File: config.mk
export PLATFORM = sky130hd
export DESIGN_NAME = arm_regfile_mp
export DESIGN_NICKNAME = d
export VERILOG_FILES = /design/src/rtl/arm_regfile_mp.sv
export SDC_FILE = /design/constraint.sdc
export NUM_CORES = 2
export LEC_CHECK = 0
export CORE_UTILIZATION = 55
export CTS_BUF_LIST = sky130_fd_sc_hd__clkbuf_2
export DETAILED_ROUTE_END_ITERATION = 12
export GPL_TIMING_DRIVEN = 0
export PLACE_DENSITY_LB_ADDON = 0.3
export SETUP_SLACK_MARGIN = 0.02
export SYNTH_ARGS = -nofsm -noshare
export SYNTH_HDL_FRONTEND = slang
export SYNTH_SLANG_ARGS = --single-unit
File: constraint.sdc
create_clock -name clk -period 20.2 [get_ports clk]
set_input_delay 4.04 -clock clk [delete_from_list [all_inputs] [get_ports clk]]
set_output_delay 4.04 -clock clk [all_outputs]
set_load 0.05 [all_outputs]
File: src/rtl/arm_regfile_mp.sv
// Multi-port ARM register file: NRD registered read ports, two write ports (W0 data/link, W1 writeback).
// PC index reads live pc_plus8; same-edge writes are bypassed to the read ports.
module arm_regfile_mp #(
  parameter int DATA_W   = 32,
  parameter int NREGS    = 16,
  parameter int NRD      = 3,
  parameter int PC_REG   = 15,
  parameter int LR_REG   = 14,
  parameter int LINK_ADJ = 4,
  localparam int AW      = $clog2(NREGS)
) (
  input  logic                  clk,
  input  logic                  reset,
  input  logic [NRD-1:0]        rd_en,
  input  logic [NRD*AW-1:0]     ra,
  output logic [NRD*DATA_W-1:0] rd,
  input  logic [1:0]            wmode0,
  input  logic [AW-1:0]         wa0,
  input  logic [DATA_W-1:0]     wd0,
  input  logic                  we1,
  input  logic [AW-1:0]         wa1,
  input  logic [DATA_W-1:0]     wd1,
  input  logic [DATA_W-1:0]     pc_plus8,
  output logic                  wr_drop
);

  localparam logic [AW-1:0]     PC_A  = AW'(PC_REG);
  localparam logic [AW-1:0]     LR_A  = AW'(LR_REG);
  localparam logic [AW:0]       NR_W  = (AW+1)'(NREGS);
  localparam logic [DATA_W-1:0] ADJ   = DATA_W'(LINK_ADJ);

  logic [DATA_W-1:0] regs [NREGS];
  logic [DATA_W-1:0] rd_next [NRD];

  logic              w0_req, w0_link, w0_commit, w1_commit, drop_next;
  logic [AW-1:0]     w0_addr;
  logic [DATA_W-1:0] w0_data;

  function automatic logic in_range(input logic [AW-1:0] a);
    return ({1'b0, a} < NR_W);
  endfunction

  always_comb begin
    w0_req    = wmode0[1];
    w0_link   = (wmode0 == 2'b10);
    w0_addr   = w0_link ? LR_A : wa0;
    w0_data   = w0_link ? (pc_plus8 - ADJ) : wd0;
    w0_commit = w0_req && in_range(w0_addr) && (w0_addr != PC_A);
    // W1 loses any collision with a requested W0, even if W0 itself is discarded
    w1_commit = we1 && in_range(wa1) && (wa1 != PC_A) && !(w0_req && (wa1 == w0_addr));
    drop_next = (w0_req && !w0_commit) || (we1 && !w1_commit);
  end

  always_comb begin
    for (int unsigned k = 0; k < NRD; k++) begin
      rd_next[k] = '0;
      if (ra[k*AW +: AW] == PC_A)
        rd_next[k] = pc_plus8;
      else if (!in_range(ra[k*AW +: AW]))
        rd_next[k] = '0;
      else if (w0_commit && (w0_addr == ra[k*AW +: AW]))
        rd_next[k] = w0_data;
      else if (w1_commit && (wa1 == ra[k*AW +: AW]))
        rd_next[k] = wd1;
      else
        rd_next[k] = regs[ra[k*AW +: AW]];
    end
  end

  always_ff @(posedge clk or posedge reset) begin
    if (reset) begin
      for (int unsigned i = 0; i < NREGS; i++) regs[i] <= '0;
    end else begin
      if (w0_commit) regs[w0_addr] <= w0_data;
      if (w1_commit) regs[wa1]     <= wd1;
    end
  end

  always_ff @(posedge clk or posedge reset) begin
    if (reset) begin
      rd      <= '0;
      wr_drop <= 1'b0;
    end else begin
      wr_drop <= drop_next;
      for (int unsigned k = 0; k < NRD; k++)
        if (rd_en[k]) rd[k*DATA_W +: DATA_W] <= rd_next[k];
    end
  end

endmodule

==> summary.md <==
| Metric | Value |
|---|---|
| Crit Path Max Fanout | 10 |
| Total wire length | 243000 um |
| Initial Util | 0.557 |
| Setup TNS | 0 ps |
| Die H | roughly 280 um |
| Hold Startpoint | regs[24] |
| Clock Latency Late Sink | 1610 ps |
| CP Class | in -> reg |
| Routed WL per cell | 41.1 um |
| Worst min-delay path class | reg -> reg |
| Synth Instances | 4367 |
| R2r setup slk | roughly 17000 ps |
| Hold Path Sink | regs[24] |
| CP max stage cell | clkbuf_1 |
| Mapped Nets | roughly 4500 |
| Required @ worst endpoint | about 22000 ps |
| DRC viols | 0 |
| R2R Path End | rd[39] |
| Clock buffer depth | 3 |
| CTS clk-pin slew, worst paths | approximately 100 ps |
| R2R depth | 6 |
| Reg-to-Reg Start | regs[455] |
| Met2 Usage GRT | 0.785 |
| Post_cts resized | 0 |
| M3 GR Usage | 0.393 |
| Max Slew Vio Count | 187 |
| Final worst slack | 12370 ps |
| Final period utilization | 0.388 |
| Pre-CTS setup slack | roughly 11000 ps |
| Fraction of layout cells with a size suffix above 1 | 0.193 |
| Clock root buffer | clkbuf_2 |
| P&R area growth vs syn | 11.7% |
| Least-Margin Pin Slew | about 1700 ps |
| Netlist cell types | 71 |
| Cell accounting for the most synthesized area | dfrtp_1 |
| CTS hold repair buffers | 0 |
| Gr busiest metal | met2 |
| Hold Path Depth | 1 |
| Power Density | 94.0 nW/um^2 |
| Antenna violations before repair | 30 |
| Yosys top cell area share | 0.353 |
| Vias per std cell | roughly 7.8 |
| Synth Area per Inst | just under 10 um^2 |
| Final setup viols | 0 |
| Clock Skew | approximately 140 ps |
| Global-route wire length before repair | around 330000 um |
| P_int | 2.58 mW |
| Clock power frac | 0.219 |
| Lkg Pwr | roughly 18 nW |
| CP endpoint kind | flop |
| Postcts setup bufs | 0 |
| CTS Buf Count | 171 |
| Die Width | ~280 um |
| CP Data Arrival Time | 9350 ps |
| CTS tree | yes |
| Fillers | 6773 |
| Vias in the first global route | 42241 |
| Pin count of the biggest net entering global routing | 44 |
| Met1 Track Usage GR | 0.688 |
| Slowest Stage Delay on Critical Path | 1240 ps |
| Routed Antenna Nets | 0 |
| Synth Register Bits | between 600 and 700 |
| Number of synthesized flops with an enable pin | 0 |
| Final min period | a little under 8000 ps |
| I/O Buffers | between 150 and 200 |
| WHS | approximately 510 ps |
| Max Clock Freq | between 100 and 150 MHz |
| Combinational cell fraction of total power | 0.376 |
| Seq/Total Area, Yosys | 0.353 |
| Total congestion overflow | 0 |
| H-tree levels | 4 |
| Slew margin rel. | -0.158 |
| Total of warnings raised by yosys | 0 |
| Synth area leaders | dfrtp_1, mux4_2, mux2i_1 |
| Clock sink total | between 600 and 700 |
| Final hold vios | 0 |
| Net Sw Power | about 2.0 mW |
| Overall Power | 4.54 mW |
| Nets | just under 5000 |
| Die footprint | roughly 80000 um^2 |
| Sequential Power Share | 0.405 |
| Maxcap violations | 20 |
| Area of the core | 77600 um^2 |
| Row count | roughly 100 |
| HPWL after detailed placement | around 180000 um |
| Mapped Area | 43200 um^2 |
| Violated checks | max-capacitance violations, max-slew violations |
| Detailed-route via count | ~46000 |
| Outcome | finished with violations |
| Kind of start point of the critical path | input pin |
| Peak VDD IR | 0.0635 mV |
| 1st-iter DRT viols | 8923 |
| Cell breakdown of the critical path | clkdlybuf4s50_1 -> clkbuf_1 -> buf_1 -> clkbuf_1 -> a211oi_1 -> a21oi_1 -> a211oi_1 -> o21ai_0 |
| Post-synth ARST share | 1.00 |
| DRT Pass-1 Iters | 8 |
| Top-level port count | around 220 |
| Routability cong. | between 1 and 1.5 |
| Switch share | 0.431 |
| GRT Overall Usage | 0.608 |
| Top FF cell, synth | dfrtp_1 |
| RSZ-0062 raised after global routing | false |
==> cell usage in the layout (no fill, tap or decap), types with 16 or more instances in the layout <==
| cell | count |
|---|---|
| xor2_1 | 22 |
| o21a_1 | 30 |
| clkinv_1 | 38 |
| clkdlybuf4s50_1 | 169 |
| nor2_1 | 288 |
| buf_12 | 16 |
| o21ai_0 | 361 |
| clkbuf_1 | 340 |
| buf_2 | 126 |
| nand3_1 | 69 |
| diode_2 | 28 |
| mux4_2 | 423 |
| or3_1 | 35 |
| nand2b_1 | 24 |
| a211oi_1 | 77 |
| o22ai_1 | 35 |
| nor3_1 | 41 |
| a31oi_1 | 35 |
| buf_1 | 50 |
| o31ai_1 | 36 |
| o211ai_1 | 52 |
| mux2i_1 | 313 |
| nand2_1 | 607 |
| clkbuf_2 | 247 |
| and3_1 | 29 |
| a21oi_1 | 360 |
| o21ai_1 | 92 |
| nor2b_1 | 39 |
| a221oi_1 | 22 |
| dfrtp_1 | 609 |
==> power groups by stage <==
stage	clock network (mW)	registers (mW)	logic (mW)
after floorplan	0	1.85	0.941
after global placement	0	1.81	1.56
after detailed placement	0	1.82	1.60
after CTS	0.953	1.80	1.60
after global routing	1.02	1.85	1.73
final	0.992	1.84	1.71
==> final cells by class <==
cell class | instances | area [um^2] | area share
Multi-Input combinational cell | 3209 | 25700 | 0.533
Sequential cell | 609 | 15200 | 0.316
Buffer | 534 | 2230 | 0.0462
Timing Repair Buffer | 192 | 2110 | 0.0437
Tap cell | 1040 | 1300 | 0.0270
Clock buffer | 240 | 1200 | 0.0249
Clock inverter | 58 | 312 | 0.00646
Antenna cell | 28 | 70.1 | 0.00145
Inverter | 15 | 60.1 | 0.00124
==> worst max-delay path, delay by kind of cell <==
kind / cells / cell delay, ps
buffers and inverters: 4 / 3670
AO/OA/AOI/OAI: 4 / 1600
==> kinds of logic after synthesis <==
family	share of synthesized area
buffers and inverters	0.0526
multiplexers	0.297
adder cells (fa/ha/maj)	0.000290
flip-flops	0.353
AND/OR/NAND/NOR	0.123
AO/OA/AOI/OAI	0.169
XOR/XNOR	0.00629
==> synthesized netlist by cell type (all sizes together), types with 15 or more instances <==
| master | n |
|---|---|
| dfrtp | 609 |
| nand3 | 69 |
| buf | 188 |
| o31ai | 36 |
| nand2 | 618 |
| a31oi | 43 |
| o21ai | 455 |
| and3 | 29 |
| a211oi | 79 |
| a21oi | 370 |
| nor2 | 291 |
| o22ai | 35 |
| a221oi | 22 |
| o21a | 30 |
| mux2i | 313 |
| nor2b | 39 |
| nand2b | 24 |
| or3 | 36 |
| xor2 | 22 |
| nor3 | 41 |
| inv | 15 |
| clkbuf | 346 |
| o211ai | 53 |
| mux4 | 423 |
==> through the flow <==
step / std cells / util / cell area (um^2)
final: 5925 / 0.622 / 48300
after global routing: 5904 / 0.621 / 48200
after CTS: 5894 / 0.620 / 48100
after detailed placement: 5596 / 0.601 / 46600
after global placement: 5576 / 0.595 / 46200
after floorplan: 4367 / - / 43200
==> sequential cells by signal, summed over array words and instances (netlist names) <==
name	flops
rd	96
wr_drop	1
regs	512
==> worst max path at each step <==
stage	startpoint	endpoint	slack [ps]	cells after the start
after floorplan	reset	rd[0]	7850	1
after global placement	reset	regs[501]	3330	2
after detailed placement	ra[3]	rd[8]	11420	8
after CTS	ra[7]	rd[45]	12960	7
after global routing	ra[2]	rd[8]	12800	8
final	ra[3]	rd[12]	12370	8
==> metal layers <==
metal,vias to the layer above,wire [um]
met5,-,1160
met4,38,24500
met3,1540,46100
met2,5224,93300
met1,22049,78400
li1,17135,-
Note: power is estimated with default switching activity, not from simulation.
